[src/rtl/ts_packet_arbiter_pkg.sv]
// ---------------------------------------------------------------------------
// ts_packet_arbiter_pkg: shared TS constants, FSM states and helpers. rev 1.0
// ---------------------------------------------------------------------------
`default_nettype none

package ts_packet_arbiter_pkg;

  localparam logic [7:0] TS_SYNC_BYTE = 8'h47;
  localparam int         TS_PKT_LEN   = 188;
  localparam int         NUM_STREAMS  = 4;

  typedef enum logic [1:0] {
    ST_IDLE  = 2'd0,
    ST_PASS  = 2'd1,
    ST_ABORT = 2'd2
  } state_t;

  function automatic logic [2:0] popcount4(input logic [3:0] v);
    return 3'(v[0]) + 3'(v[1]) + 3'(v[2]) + 3'(v[3]);
  endfunction

  function automatic logic [15:0] sat_add16(input logic [15:0] a, input logic [2:0] b);
    logic [16:0] sum;
    sum = {1'b0, a} + {14'd0, b};
    return sum[16] ? 16'hFFFF : sum[15:0];
  endfunction

endpackage

`default_nettype wire

[src/rtl/ts_packet_arbiter_picker.sv]
// ---------------------------------------------------------------------------
// rr_priority_picker: first requester at or after ptr, wrapping mod 4. rev 1.0
// ---------------------------------------------------------------------------
`default_nettype none

module rr_priority_picker (
  input  logic [3:0] req,
  input  logic [1:0] ptr,
  output logic [1:0] grant_idx,
  output logic       any_req
);

  logic [1:0] w_idx;

  // Scan from the farthest offset down so the nearest requester wins last.
  always_comb begin
    grant_idx = ptr;
    w_idx     = ptr;
    any_req   = |req;
    for (int k = 3; k >= 0; k--) begin
      w_idx = ptr + 2'(k);
      if (req[w_idx]) grant_idx = w_idx;
    end
  end

endmodule

`default_nettype wire

[src/rtl/ts_packet_arbiter.sv]
// ---------------------------------------------------------------------------
// ts_packet_arbiter: packet-granular round-robin merge of 4 MPEG2-TS streams.
// rev 1.0
// ---------------------------------------------------------------------------
`default_nettype none

module ts_packet_arbiter
  import ts_packet_arbiter_pkg::*;
#(
  parameter int DATA_WIDTH    = 8,
  parameter int PKT_LEN       = TS_PKT_LEN,
  parameter int STALL_TIMEOUT = 1024
) (
  input  logic                    clk,
  input  logic                    rstn,
  input  logic [3:0]              in_valid,
  input  logic [4*DATA_WIDTH-1:0] in_data,
  output logic [3:0]              in_ready,
  output logic                    out_valid,
  output logic [DATA_WIDTH-1:0]   out_data,
  input  logic                    out_ready,
  output logic                    out_sop,
  output logic                    out_eop,
  output logic [1:0]              out_src,
  output logic                    out_abort,
  output logic [15:0]             drop_cnt,
  output logic [7:0]              abort_cnt
);

  localparam int                    STALL_W    = $clog2(STALL_TIMEOUT);
  localparam logic [DATA_WIDTH-1:0] SYNC       = DATA_WIDTH'(TS_SYNC_BYTE);
  localparam logic [7:0]            LAST_IDX   = 8'(PKT_LEN - 1);
  localparam logic [STALL_W-1:0]    STALL_LAST = STALL_W'(STALL_TIMEOUT - 1);

  state_t              r_state;
  logic [1:0]          r_rr_ptr;
  logic [1:0]          r_grant;
  logic [7:0]          r_byte_cnt;
  logic [STALL_W-1:0]  r_stall_cnt;
  logic [15:0]         r_drop_cnt;
  logic [7:0]          r_abort_cnt;

  logic [DATA_WIDTH-1:0] w_head [NUM_STREAMS];
  logic [3:0]            w_is_sync;
  logic [3:0]            w_req;
  logic [3:0]            w_drop;
  logic [1:0]            w_pick;
  logic                  w_any_req;
  logic                  w_gvalid;
  logic                  w_xfer;

  generate
    for (genvar i = 0; i < NUM_STREAMS; i++) begin : g_head
      assign w_head[i]    = in_data[i*DATA_WIDTH +: DATA_WIDTH];
      assign w_is_sync[i] = (w_head[i] == SYNC);
    end
  endgenerate

  assign w_req    = in_valid & w_is_sync;
  assign w_drop   = in_valid & ~w_is_sync;
  assign w_gvalid = in_valid[r_grant];
  assign w_xfer   = (r_state == ST_PASS) && w_gvalid && out_ready;

  rr_priority_picker u_picker (
    .req       (w_req),
    .ptr       (r_rr_ptr),
    .grant_idx (w_pick),
    .any_req   (w_any_req)
  );

  // Handshake and datapath are combinational; gated off while rstn is low.
  always_comb begin
    in_ready  = '0;
    out_valid = 1'b0;
    out_data  = '0;
    out_sop   = 1'b0;
    out_eop   = 1'b0;
    if (rstn) begin
      unique case (r_state)
        ST_IDLE: in_ready = w_drop;
        ST_PASS: begin
          out_valid         = w_gvalid;
          out_data          = w_head[r_grant];
          in_ready[r_grant] = out_ready;
          out_sop           = w_gvalid && (r_byte_cnt == 8'd0);
          out_eop           = w_gvalid && (r_byte_cnt == LAST_IDX);
        end
        default: ;
      endcase
    end
  end

  assign out_src   = r_grant;
  assign out_abort = rstn && (r_state == ST_ABORT);
  assign drop_cnt  = r_drop_cnt;
  assign abort_cnt = r_abort_cnt;

  always_ff @(posedge clk) begin
    if (!rstn) begin
      r_state     <= ST_IDLE;
      r_rr_ptr    <= '0;
      r_grant     <= '0;
      r_byte_cnt  <= '0;
      r_stall_cnt <= '0;
      r_drop_cnt  <= '0;
      r_abort_cnt <= '0;
    end else begin
      unique case (r_state)
        ST_IDLE: begin
          r_drop_cnt <= sat_add16(r_drop_cnt, popcount4(w_drop));
          if (w_any_req) begin
            r_grant <= w_pick;
            r_state <= ST_PASS;
          end
        end
        ST_PASS: begin
          if (w_xfer) begin
            r_stall_cnt <= '0;
            if (r_byte_cnt == LAST_IDX) begin
              r_byte_cnt <= '0;
              r_rr_ptr   <= r_grant + 2'd1;
              r_state    <= ST_IDLE;
            end else begin
              r_byte_cnt <= r_byte_cnt + 8'd1;
            end
          end else if (!w_gvalid) begin
            // Backpressure with data present does not count as a stall.
            if (r_stall_cnt == STALL_LAST) r_state <= ST_ABORT;
            else                           r_stall_cnt <= r_stall_cnt + STALL_W'(1);
          end
        end
        ST_ABORT: begin
          r_abort_cnt <= (r_abort_cnt == 8'hFF) ? r_abort_cnt : r_abort_cnt + 8'd1;
          r_rr_ptr    <= r_grant + 2'd1;
          r_byte_cnt  <= '0;
          r_stall_cnt <= '0;
          r_state     <= ST_IDLE;
        end
        default: r_state <= ST_IDLE;
      endcase
    end
  end

endmodule

`default_nettype wire

[config.mk]
export PLATFORM = sky130hd
export DESIGN_NAME = ts_packet_arbiter
export DESIGN_NICKNAME = d
export VERILOG_FILES = /design/src/rtl/ts_packet_arbiter_pkg.sv /design/src/rtl/ts_packet_arbiter_picker.sv /design/src/rtl/ts_packet_arbiter.sv
export SDC_FILE = /design/constraint.sdc
export NUM_CORES = 1
export LEC_CHECK = 0
export CORE_ASPECT_RATIO = 0.8
export CORE_MARGIN = 5
export CORE_UTILIZATION = 54
export CTS_BUF_LIST = sky130_fd_sc_hd__clkbuf_16
export CTS_CLUSTER_DIAMETER = 80
export DETAILED_ROUTE_END_ITERATION = 6
export PLACE_DENSITY = 0.82
export SYNTH_ARGS = -nofsm -noshare
export SYNTH_HDL_FRONTEND = slang
export SYNTH_HIERARCHICAL = 1
export SYNTH_SLANG_ARGS = --single-unit
[constraint.sdc]
create_clock -name clk -period 10.4 [get_ports clk]
set_clock_uncertainty 0.15 [all_clocks]
set_input_delay 2.08 -clock clk [delete_from_list [all_inputs] [get_ports clk]]
set_output_delay 2.08 -clock clk [all_outputs]
set_load 0.005 [all_outputs]
==> impl_results.md <==
- Yosys reg bits: 48
- Final Hold Viols: 0
- PD cells: 117 nW/um^2
- Mapped Area: 3310 sq um
- Row Count: 25
- Worst setup margin: 4130 ps
- Startpoint types: input pin
- CTS clock-pin slew for the worst setup and hold paths: 60 ps
- Initial core utilization: 55.7%
- Leakage power: 1.60 nW
- TritonCTS clock tree: done
- Most frequent cell after synthesis: dfxtp_1
- Total power: 0.503 mW
- Prevailing post-synth register cell: dfxtp_1
- Area contributors post-synth: dfxtp_1, mux4_2, ha_1
- Pins over their slew limit: 0
- DIE HEIGHT: 80.0 um
- Placed inst area: 4130 sq um
- DRT Wirelength: 8870 um
- IO Port Bufs: 80
- Nets@finish: 509
- Vias in the first global route: 3131
- ANT cells: 0
- Max-cap viol count: 0
- CP arrival: 4040 ps
- Fill count: 458
- # hold bufs at CTS: 0
- Multi-input logic area: 2170 sq um
- CP Max Fanout: 11
- Inserted Clock Buffers: 5
- Clock root buffer: clkbuf_16
- Mean Syn Cell Area: 8.53 sq um
- Clk sinks: 48
- Antenna Nets Post-Route: 0
- Post-route DRC: 0
- Resize count post-CTS: 0
- Pre-CTS WS: 4130 ps
- Post-DR wirelength/cell: 16.5 um
- Largest net degree at the start of global routing: 38
- H-tree Lvls: 2
- First-pass GRT wire length: 14900 um
- Area leader, netlist: dfxtp_1
- GP Congestion: 0.869
- Register area share after synthesis: 29.0%
- 1st-pass router iterations: 5
- Clock Path Buffers: 2
- EDFF count, synth: 0
- Status: finished clean
- Post-CTS Setup Inserts: 0
- Unrepaired setup endpoints after global routing: false
- Worst-Margin Slew: 762 ps
- DR iter-0 viols: 280
- Max VDD drop: 0.0733 mV
- Core area: 5940 sq um
- WS Path Type: in2out
- Distinct cell type count after synthesis: 60
- Slew margin rel.: 49.2%
- DIE AREA: 7800 sq um
- Post-synthesis net count: 442
- Post-route cell area: 4300 sq um
- Worst Path Required: 8170 ps
- Grt total ovfl: 0
- Top cell type's share of synthesized area: 29.0%
- Post-DR vias/cell: 6.15
- Register area: 961 sq um
- Worst skew pair latency: 290 ps
- Crit end category: primary output
- Hold crit path type: reg2reg
- Final setup fails: 0
- Ports: 81
- Fmax: 0.160 GHz
- Most frequent cells after synthesis: dfxtp_1, nand2_1, a21oi_1
- Cells after Synth: 388
- Die Wd: 97.5 um
- Min Tclk post-route: 6270 ps
- Initial antenna violation count: 0
- Layout cells sized above 1: 6.58%
- Final TNS setup: 0 ps
- Yosys synthesis warning count: 6
- FFs w/ async S/R, synth: 0%
- Vias: 3305
- Area growth syn-to-layout: 30.0%
- Tcrit/Tclk final: 60.3%
- Final HPWL DP: 6540 um
- GRT Util Overall: 22.9%
## sequential cells by signal, summed over array words and instances, names as in the netlist
register,flops
abort_cnt,8
r_stall_cnt,10
r_rr_ptr,2
out_src,2
drop_cnt,16
r_byte_cnt,8
r_state,2
## kinds of logic after synthesis
family          after synthesis  synth area share (%)
mux                          16                  8.25
xor+xnor                     14                  3.71
fa+ha+maj                    15                  6.35
buf+inv                      43                  5.22
compound gates               81                  17.1
simple gates                171                  30.3
flops                        48                  29.0
## worst max-delay path, stage by stage
cell	delay (ps)
clkdlybuf4s50_1	470
mux4_2	650
and3_1	260
and3_1	140
clkdlybuf4s50_1	440
## power breakdown
part	total (mW)	switching, mW	internal, mW
combinational	0.117	0.0572	0.0595
sequential	0.202	0.0100	0.192
clock	0.184	0.0709	0.113
## routing by layer
layer / part of all wire, % / track usage (%)
met5: 0 / 0
met4: 1.1 / 6.50
met3: 7.0 / 5.94
met2: 44 / 36.3
met1: 48 / 31.1
## per-stage QoR
stage                     std cells  util (%)  hold slack (ps)
after floorplan                 388         -              302
after global placement          529      69.5              316
after detailed placement        529      69.5              329
after CTS                       537      72.3              341
after global routing            537      72.3              378
final                           537      72.3              342
## final cells by class
type	instances	share of cell area, %
Timing Repair Buffer	82	19.0
Clock buffer	5	2.91
Sequential cell	48	22.4
Clock inverter	3	0.990
Inverter	21	1.83
Multi-Input combinational cell	297	50.6
Tap cell	81	2.36
## cells in the final DEF (no fill, tap or decap), drive strengths merged, types with 6 or more instances in the layout
cell type,netlist,routed
nand4,18,18
nor2,24,24
inv,21,21
nand3,19,19
xor2,10,10
mux2i,7,7
nor2b,7,7
nand2,33,33
a21oi,26,26
o211ai,7,7
nor3,6,6
ha,12,12
and3,22,22
clkdlybuf4s50,0,80
mux4,9,9
dfxtp,48,48
o21ai,11,11
## final timing paths
check	cells past startpoint	from	end	slack, ps
max	5	in_valid[3]	out_eop	4130
min	2	r_state[0]	r_state[0]	340
min reg2reg	2	r_state[0]	r_state[0]	340
max reg2reg	9	drop_cnt[0]	drop_cnt[13]	7350
No activity file was read; power rests on OpenSTA's default activity.
